**src/rtl/button_conditioner.sv**
```systemverilog
// Front-panel button conditioner: synchronizes and debounces set/up/down,
// toggles set mode on each set press, and turns up/down holds into auto-repeat pulses.
module button_conditioner #(
  parameter int DEBOUNCE_CYCLES = 20000,
  parameter int REPEAT_DELAY    = 5000000,
  parameter int REPEAT_RATE     = 1000000
) (
  input  logic       i_clk,
  input  logic       i_rst,
  input  logic       i_btn_set,
  input  logic       i_btn_up,
  input  logic       i_btn_down,
  output logic       o_set,
  output logic       o_up,
  output logic       o_down,
  output logic [1:0] dbg_state
);

  localparam int DB_W    = $clog2(DEBOUNCE_CYCLES + 1);
  localparam int RPT_MAX = (REPEAT_DELAY > REPEAT_RATE) ? REPEAT_DELAY : REPEAT_RATE;
  localparam int RPT_W   = $clog2(RPT_MAX + 1);

  localparam logic [DB_W-1:0]  DB_LAST    = DB_W'(DEBOUNCE_CYCLES - 1);
  localparam logic [RPT_W-1:0] DELAY_LAST = RPT_W'(REPEAT_DELAY - 1);
  localparam logic [RPT_W-1:0] RATE_LAST  = RPT_W'(REPEAT_RATE - 1);

  typedef enum logic [1:0] {
    ST_IDLE   = 2'd0,
    ST_DELAY  = 2'd1,
    ST_REPEAT = 2'd2,
    ST_LOCK   = 2'd3
  } state_t;

  // Button vectors are indexed {down, up, set}.
  logic [2:0]      raw;
  logic [2:0]      sync1;
  logic [2:0]      sync2;
  logic [2:0]      deb;
  logic [2:0]      deb_d;
  logic [DB_W-1:0] db_cnt [3];

  assign raw = {i_btn_down, i_btn_up, i_btn_set};

  always_ff @(posedge i_clk or negedge i_rst) begin
    if (!i_rst) begin
      sync1 <= '0;
      sync2 <= '0;
      deb   <= '0;
      deb_d <= '0;
      for (int i = 0; i < 3; i++) begin
        db_cnt[i] <= '0;
      end
    end else begin
      sync1 <= raw;
      sync2 <= sync1;
      deb_d <= deb;
      for (int i = 0; i < 3; i++) begin
        if (sync2[i] == deb[i]) begin
          db_cnt[i] <= '0;
        end else if (db_cnt[i] == DB_LAST) begin
          // Accept the new level on the edge the count would reach DEBOUNCE_CYCLES.
          deb[i]    <= ~deb[i];
          db_cnt[i] <= '0;
        end else begin
          db_cnt[i] <= db_cnt[i] + 1'b1;
        end
      end
    end
  end

  state_t           state;
  logic             dir;
  logic [RPT_W-1:0] rpt_cnt;
  logic [2:0]       rise;
  logic             set_next;
  logic             held;

  assign rise      = deb & ~deb_d;
  assign set_next  = o_set ^ rise[0];
  assign held      = dir ? deb[2] : deb[1];
  assign dbg_state = state;

  // Transitions look at the pre-toggle o_set; pulses are masked by the post-toggle
  // value so no pulse ever leaves while set mode is off.
  always_ff @(posedge i_clk or negedge i_rst) begin
    if (!i_rst) begin
      state   <= ST_IDLE;
      dir     <= 1'b0;
      rpt_cnt <= '0;
      o_set   <= 1'b0;
      o_up    <= 1'b0;
      o_down  <= 1'b0;
    end else begin
      o_set  <= set_next;
      o_up   <= 1'b0;
      o_down <= 1'b0;
      if (deb[1] && deb[2]) begin
        state <= ST_LOCK;
      end else begin
        case (state)
          ST_LOCK: begin
            if (!deb[1] && !deb[2]) state <= ST_IDLE;
          end
          ST_IDLE: begin
            if (o_set && (rise[1] ^ rise[2])) begin
              dir     <= rise[2];
              rpt_cnt <= '0;
              state   <= ST_DELAY;
              o_up    <= rise[1] & set_next;
              o_down  <= rise[2] & set_next;
            end
          end
          ST_DELAY: begin
            if (!o_set || !held) begin
              state <= ST_IDLE;
            end else if (rpt_cnt == DELAY_LAST) begin
              rpt_cnt <= '0;
              state   <= ST_REPEAT;
              o_up    <= ~dir & set_next;
              o_down  <= dir & set_next;
            end else begin
              rpt_cnt <= rpt_cnt + 1'b1;
            end
          end
          ST_REPEAT: begin
            if (!o_set || !held) begin
              state <= ST_IDLE;
            end else if (rpt_cnt == RATE_LAST) begin
              rpt_cnt <= '0;
              o_up    <= ~dir & set_next;
              o_down  <= dir & set_next;
            end else begin
              rpt_cnt <= rpt_cnt + 1'b1;
            end
          end
          default: state <= ST_IDLE;
        endcase
      end
    end
  end

endmodule

```
**config.mk**
```make
export PLATFORM = sky130hd
export DESIGN_NAME = button_conditioner
export DESIGN_NICKNAME = d
export VERILOG_FILES = /design/src/rtl/button_conditioner.sv
export SDC_FILE = /design/constraint.sdc
export NUM_CORES = 1
export LEC_CHECK = 0
export ABC_AREA = 1
export BUFFER_PORTS_ARGS = -buffer_cell sky130_fd_sc_hd__buf_4
export CAP_MARGIN = 0
export CELL_PAD_IN_SITES_DETAIL_PLACEMENT = 0
export CELL_PAD_IN_SITES_GLOBAL_PLACEMENT = 2
export CORE_MARGIN = 4
export CORE_UTILIZATION = 37
export DETAILED_ROUTE_END_ITERATION = 8
export PLACE_DENSITY = 0.9
export SYNTH_ARGS = -nofsm -noshare
export SYNTH_HDL_FRONTEND = slang
export SYNTH_SLANG_ARGS = --single-unit
```
**constraint.sdc**
```tcl
create_clock -name i_clk -period 2 [get_ports i_clk]
set_clock_uncertainty 0.15 [all_clocks]
set_input_delay 0.3 -clock i_clk [delete_from_list [all_inputs] [get_ports i_clk]]
set_output_delay 0.3 -clock i_clk [all_outputs]
set_load 0.005 [all_outputs]
```
* Word-level counts from Yosys, hierarchy flattened
Cells that the tools add are included.
Storage, ports and cells: bits in registers 86, input port bits 5, output and inout port bits 5, word-level logic and storage cells 103
Operators by class: add/subtract/negate cells 4, eq/ne operators 18, mux-type cells 34, bitwise gates (word level) 16, reduce and logical (&&, ||, !) cells 16
Operator list (count):
- $mux W23 | 5
- $mux W15 | 6
- $pmux W23 S3 | 1
- $add A15 B1 Y15 const B | 3
- $eq A15 B15 Y1 const B | 3
- $add A23 B1 Y23 const B | 1
- $eq A23 B20 Y1 const B | 1
- $eq A23 B23 Y1 const B | 1
- $mux W1 | 13
- $mux W2 | 6
- $ne A3 B3 Y1 const B | 3
- $not A1 Y1 | 8
- $pmux W2 S4 | 1
- $ne A2 B2 Y1 const B | 3
- $pmux W1 S3 | 2
- $reduce_and A2 Y1 | 3
- $reduce_and A5 Y1 | 1
- $and A1 B1 Y1 | 4
- $eq A2 B2 Y1 const B | 2
- $logic_not A1 Y1 | 4
- $ne A4 B4 Y1 const B | 1
- $reduce_and A4 Y1 | 1
- $and A3 B3 Y3 | 1
- $eq A1 B1 Y1 | 3
- other kinds (8) | 11

* Logic depth before layout (Yosys ltp)
depth after elaboration 8, depth in mapped cells 13, gate-level depth less buffers 12

* Worst setup path before layout
OpenSTA, ideal clock, no wires.
kind reg-to-reg, start reg state[0] (netlist: dbg_state[0]), end reg rpt_cnt[13], setup time 119 ps, data arrival time 1584 ps, required time 1731 ps, setup slack 147 ps, stages on the path, launching flop included 13, path buffers 1, period minus slack after synthesis 1853 ps, cell sequence dfrtp_1 -> inv_1 -> ha_1 -> inv_2 -> nand2_1 -> nand4_1 -> nand2_2 -> inv_2 -> nor2_4 -> buf_2 -> nand3_1 -> nand2_1 -> nor2_1
On the way: longest elaborated chain between the ends 3, elaborated cells on any way between the ends 9, those cells by class eq/ne (5); mux (1); reduce/logical (3)
Ends and longest elaborated chain:
- start: declaration | line 71 | state_t state;
- start signal: assignment | line 87 | state <= ST_IDLE;
- start signal: assignment | line 98 | state <= ST_LOCK;
- start signal: assignment | line 102 | if (!deb[1] && !deb[2]) state <= ST_IDLE;
- $eq A2 B1 Y1, or another cell as far along | line 100 | case (state)
- $ne A2 B2 Y1 (no source line) / $reduce_bool A3 Y1 (equally long branches)
- $reduce_and A5 Y1 (no source line)
- end signal: assignment | line 122 | rpt_cnt <= rpt_cnt + 1'b1;
- end signal: assignment | line 133 | rpt_cnt <= rpt_cnt + 1'b1;
- end: declaration | line 73 | logic [RPT_W-1:0] rpt_cnt;
Parallel ways exist; a longest one is shown, timed or not. A chain may end at the register's enable or synchronous reset.

* Worst setup path after layout
Same ends and word-level chain as after synthesis.

==> results.md <==
* Final antenna-violating net count at 0
* Least-Margin Pin Slew at 0.4983 ns
* DR WL met3 at 405 um
* Worst vdd ir at approximately 0.28 mV
* Area Growth Syn to Fin at 17.07%
* R2R Setup Slk at 0.09 ns
* Crit path required time at 2.08 ns
* Crit Path Max Fanout at 9
* Largest net degree at the start of global routing at 87
* Number of global-route vias before repair at roughly 3,700
* Filler instances at between 1,000 and 1,500
* Achievable Freq at about 520 MHz
* CTS tree: built
* Core Area at ~12,000 sq um
* Worst Setup End Kind: flip-flop
* Via count at about 4,100
* P_leak at around 2.6 nW
* Pwr per Cell Area at about 650 nW/um^2
* Antenna violations before repair at 0
* Clock Pin Slew Worst Setup and Hold Paths at about 0.07 ns
* Die height at ~120 um
* Sequential Area at roughly 2200 sq um
* Max Cap Violations at 0
* Fraction of registers with async set/reset at 100.0%
* Worst skew pair latency at 0.35 ns
* Longest Clk Path Bufs at 2
* R2R cell count at 13
* Number of buffers added on ports at 9
* Hold_sp: sync1[0]
* CTS sink count at between 80 and 90
* Mapped Cells at roughly 630
* Slowest cell on crit path: dfrtp_1
* Vias/cell at 4.842
* WL per Instance at 12.68 um
* Design area at 5518 sq um
* Routed wl met2 at ~4.6 mm
* Utilization after layout at 45.00%
* Crit Path Class: reg2reg
* Synthesized area at approximately 4700 sq um
* R2r endpoint: rpt_cnt[13]
* Initial Util at between 30% and 40%
* Max-slew violations at 0
* Status: finished clean
* Yosys warns at 0
* Placement row count at 40
* Worst setup SP type: flip-flop
* DRC violations left at 0
* CP arrival at 1.99 ns
* First-pass GRT wire length at 18.00 mm
* Bufs and invs on worst path at 5
* Final min period at 1.909 ns
* Met1 WL at around 5.5 mm
* Final nets at roughly 680
* Area post-placement at ~5100 sq um
* Top sig layer: met4
* Number of buffers created by CTS at 9
* Iteration-0 DRC Markers at 351
* Syn nets at 641
* Fraction of layout cells with a size suffix above 1 at between 10% and 20%
* Syn avg cell area at roughly 7.5 sq um
* Synth area leader: dfrtp_1
* WL final at about 11 mm
* Antenna cells at 0
* Post-synth top flop: dfrtp_1
* Root buffer cell: clkbuf_16
* Gpl congestion at between 0.8 and 0.9
* CTS H-tree lvls at 3
* Die width at about 120 um
* Synth unique cells at 33
* # IOs at 10
* RSZ-0062 raised after global routing: true
* Worst Hold End: sync2[0]
* CP cell instances: inv_1 -> ha_2 -> inv_2 -> nand2_1 -> nand4_1 -> nand2_2 -> inv_2 -> nor2_4 -> buf_12 -> buf_4 -> nand3_1 -> nand2_1 -> nor2_1
* Hold Crit Class: reg2reg
* Area of the multi-input gates at roughly 2200 sq um
* Number of flops mapped to enable cells by yosys at 0
* Detailed Place HPWL at approximately 7.9 mm
* FF+latch count, synth at 86
* CP top delay family: simple AND/OR/NAND/NOR gates
* Drt pass-1 iters at 4
* Max_slew headroom at approximately two thirds
* Sequential area share after synthesis at ~46%
* Area contributors post-synth: dfrtp_1 46%, nand2_1 11%, nor2_1 8.3%
* Congestion Overflow GR at 0
* Final Hold Viols at 0
* Hold path cells at 0
* Reg-to-reg startpoint: dbg_state[0]
* Total GRT Usage at between 15 and 20%
* Yosys top cell area share at about 46%
* DIE AREA at approximately 15,000 sq um
* Setup TNS at 0 ns
* Slowest Stage Delay on Critical Path at ~0.4 ns
* # setup viols final at 0
* Tcrit/Tclk final at 95.46%
how the worst max path moves through the flow:
| stage | cells past startpoint | from | end | slack [ns] |
|---|---|---|---|---|
| floorplan | 12 | dbg_state[0] | rpt_cnt[13] | 0.15 |
| global placement | 10 | rpt_cnt[1] | rpt_cnt[20] | 0.1 |
| detailed placement | 10 | rpt_cnt[1] | rpt_cnt[2] | 0.04 |
| CTS | 10 | rpt_cnt[1] | rpt_cnt[2] | 0.03 |
| global route | 13 | dbg_state[0] | rpt_cnt[13] | -0.01 |
| finish | 13 | dbg_state[0] | rpt_cnt[13] | 0.09 |
layer usage:
layer | GRT usage [%] | up-vias
li1 | - | 2097
met1 | 22.31 | 1887
met2 | 22.96 | 80
met3 | 2.844 | 13
met4 | 6.232 | 0
met5 | 0 | -
registers in the layout, summed over array words and instances (netlist names):
signal and count:
sync2 3, sync1 3, o_down 1, deb_d 3
db_cnt 45, o_up 1, o_set 1, rpt_cnt 23
dir 1, dbg_state 2, deb 3
where the power goes:
part	internal, mW	leakage, nW	switching (mW)
sequential	1.76	1.18	0.0138
combinational	0.0356	1.25	0.0678
clock	0.971	0.140	0.714
layout by cell type, fill, tap and decap left out, types with 2 or more instances in the layout:
cell and n:
nand2_1 135, nor2_1 103, dfrtp_1 85, inv_1 84, nand3_1 50, buf_4 30
nor3_1 29, a21oi_1 26, nand4_1 18, o21ai_0 17, xor2_1 14, clkbuf_16 9
ha_1 7, nand2_2 6, a31oi_1 5, xnor2_1 5, nor2_2 5, inv_2 5
nand3_2 5, dlygate4sd3_1 4, ha_2 3, nor4_1 2, o21bai_1 2, nor3b_1 2
nor2_4 2, mux2_2 2, clkinv_4 2, clkbuf_1 2, buf_12 2
worst register-to-register path, stage by stage (launching register included):
cell and delay (ns):
dfrtp_1 0.40, inv_1 0.09, ha_2 0.20, inv_2 0.07, nand2_1 0.07, nand4_1 0.10
nand2_2 0.10, inv_2 0.05, nor2_4 0.14, buf_12 0.15, buf_4 0.13, nand3_1 0.06
nand2_1 0.07, nor2_1 0.04
synth_stat cells, types with 2 or more instances:
library cell / n
o21ai_0: 17
o21bai_1: 2
nand2_1: 135
nand2_2: 7
a21oi_1: 26
inv_1: 84
nor2_4: 2
a31oi_1: 5
nor2_1: 104
nor2_2: 4
inv_2: 5
xnor2_1: 5
nand3_2: 4
ha_1: 10
nor3b_1: 2
dfrtp_1: 86
nor4_1: 2
nand3_1: 51
xor2_1: 14
buf_2: 2
nand4_1: 18
nor3_1: 29
mux2_2: 2
cell families after synthesis:
family	synth area share, %
xor+xnor	3.531
buf+inv	7.619
simple gates	33.63
fa+ha+maj	2.655
flops	45.66
compound gates	6.424
mux	0.4778
per-stage QoR:
step | hold slack (ns) | total power [mW] | setup slack, ns | instances
5_1_grt | 0.2032 | 3.701 | -0.01281 | 842
3_5_place_dp | 0.1864 | 1.909 | 0.04131 | 817
4_1_cts | 0.2013 | 3.613 | 0.03127 | 837
3_3_place_gp | 0.1882 | 1.905 | 0.09933 | 817
6_report | 0.1984 | 3.563 | 0.09078 | 842
2_1_floorplan | -0.1456 | 1.845 | 0.1473 | 626
cell type report:
cell class                      count  share of cell area [%]
Clock buffer                       11                   4.218
Clock inverter                      5                   1.088
Inverter                           89                   6.054
Multi-Input combinational cell    447                   40.27
Sequential cell                    86                   39.03
Tap cell                          168                   3.810
Timing Repair Buffer               36                   5.533
timing repair:
action	in CTS	in global routing
gates resized for setup	0	7
endpoints found under the hold margin	89	0
setup endpoints to repair	0	18
hold buffers	4	0
setup buffers	0	5
No activity file was read; power rests on OpenSTA's default activity.
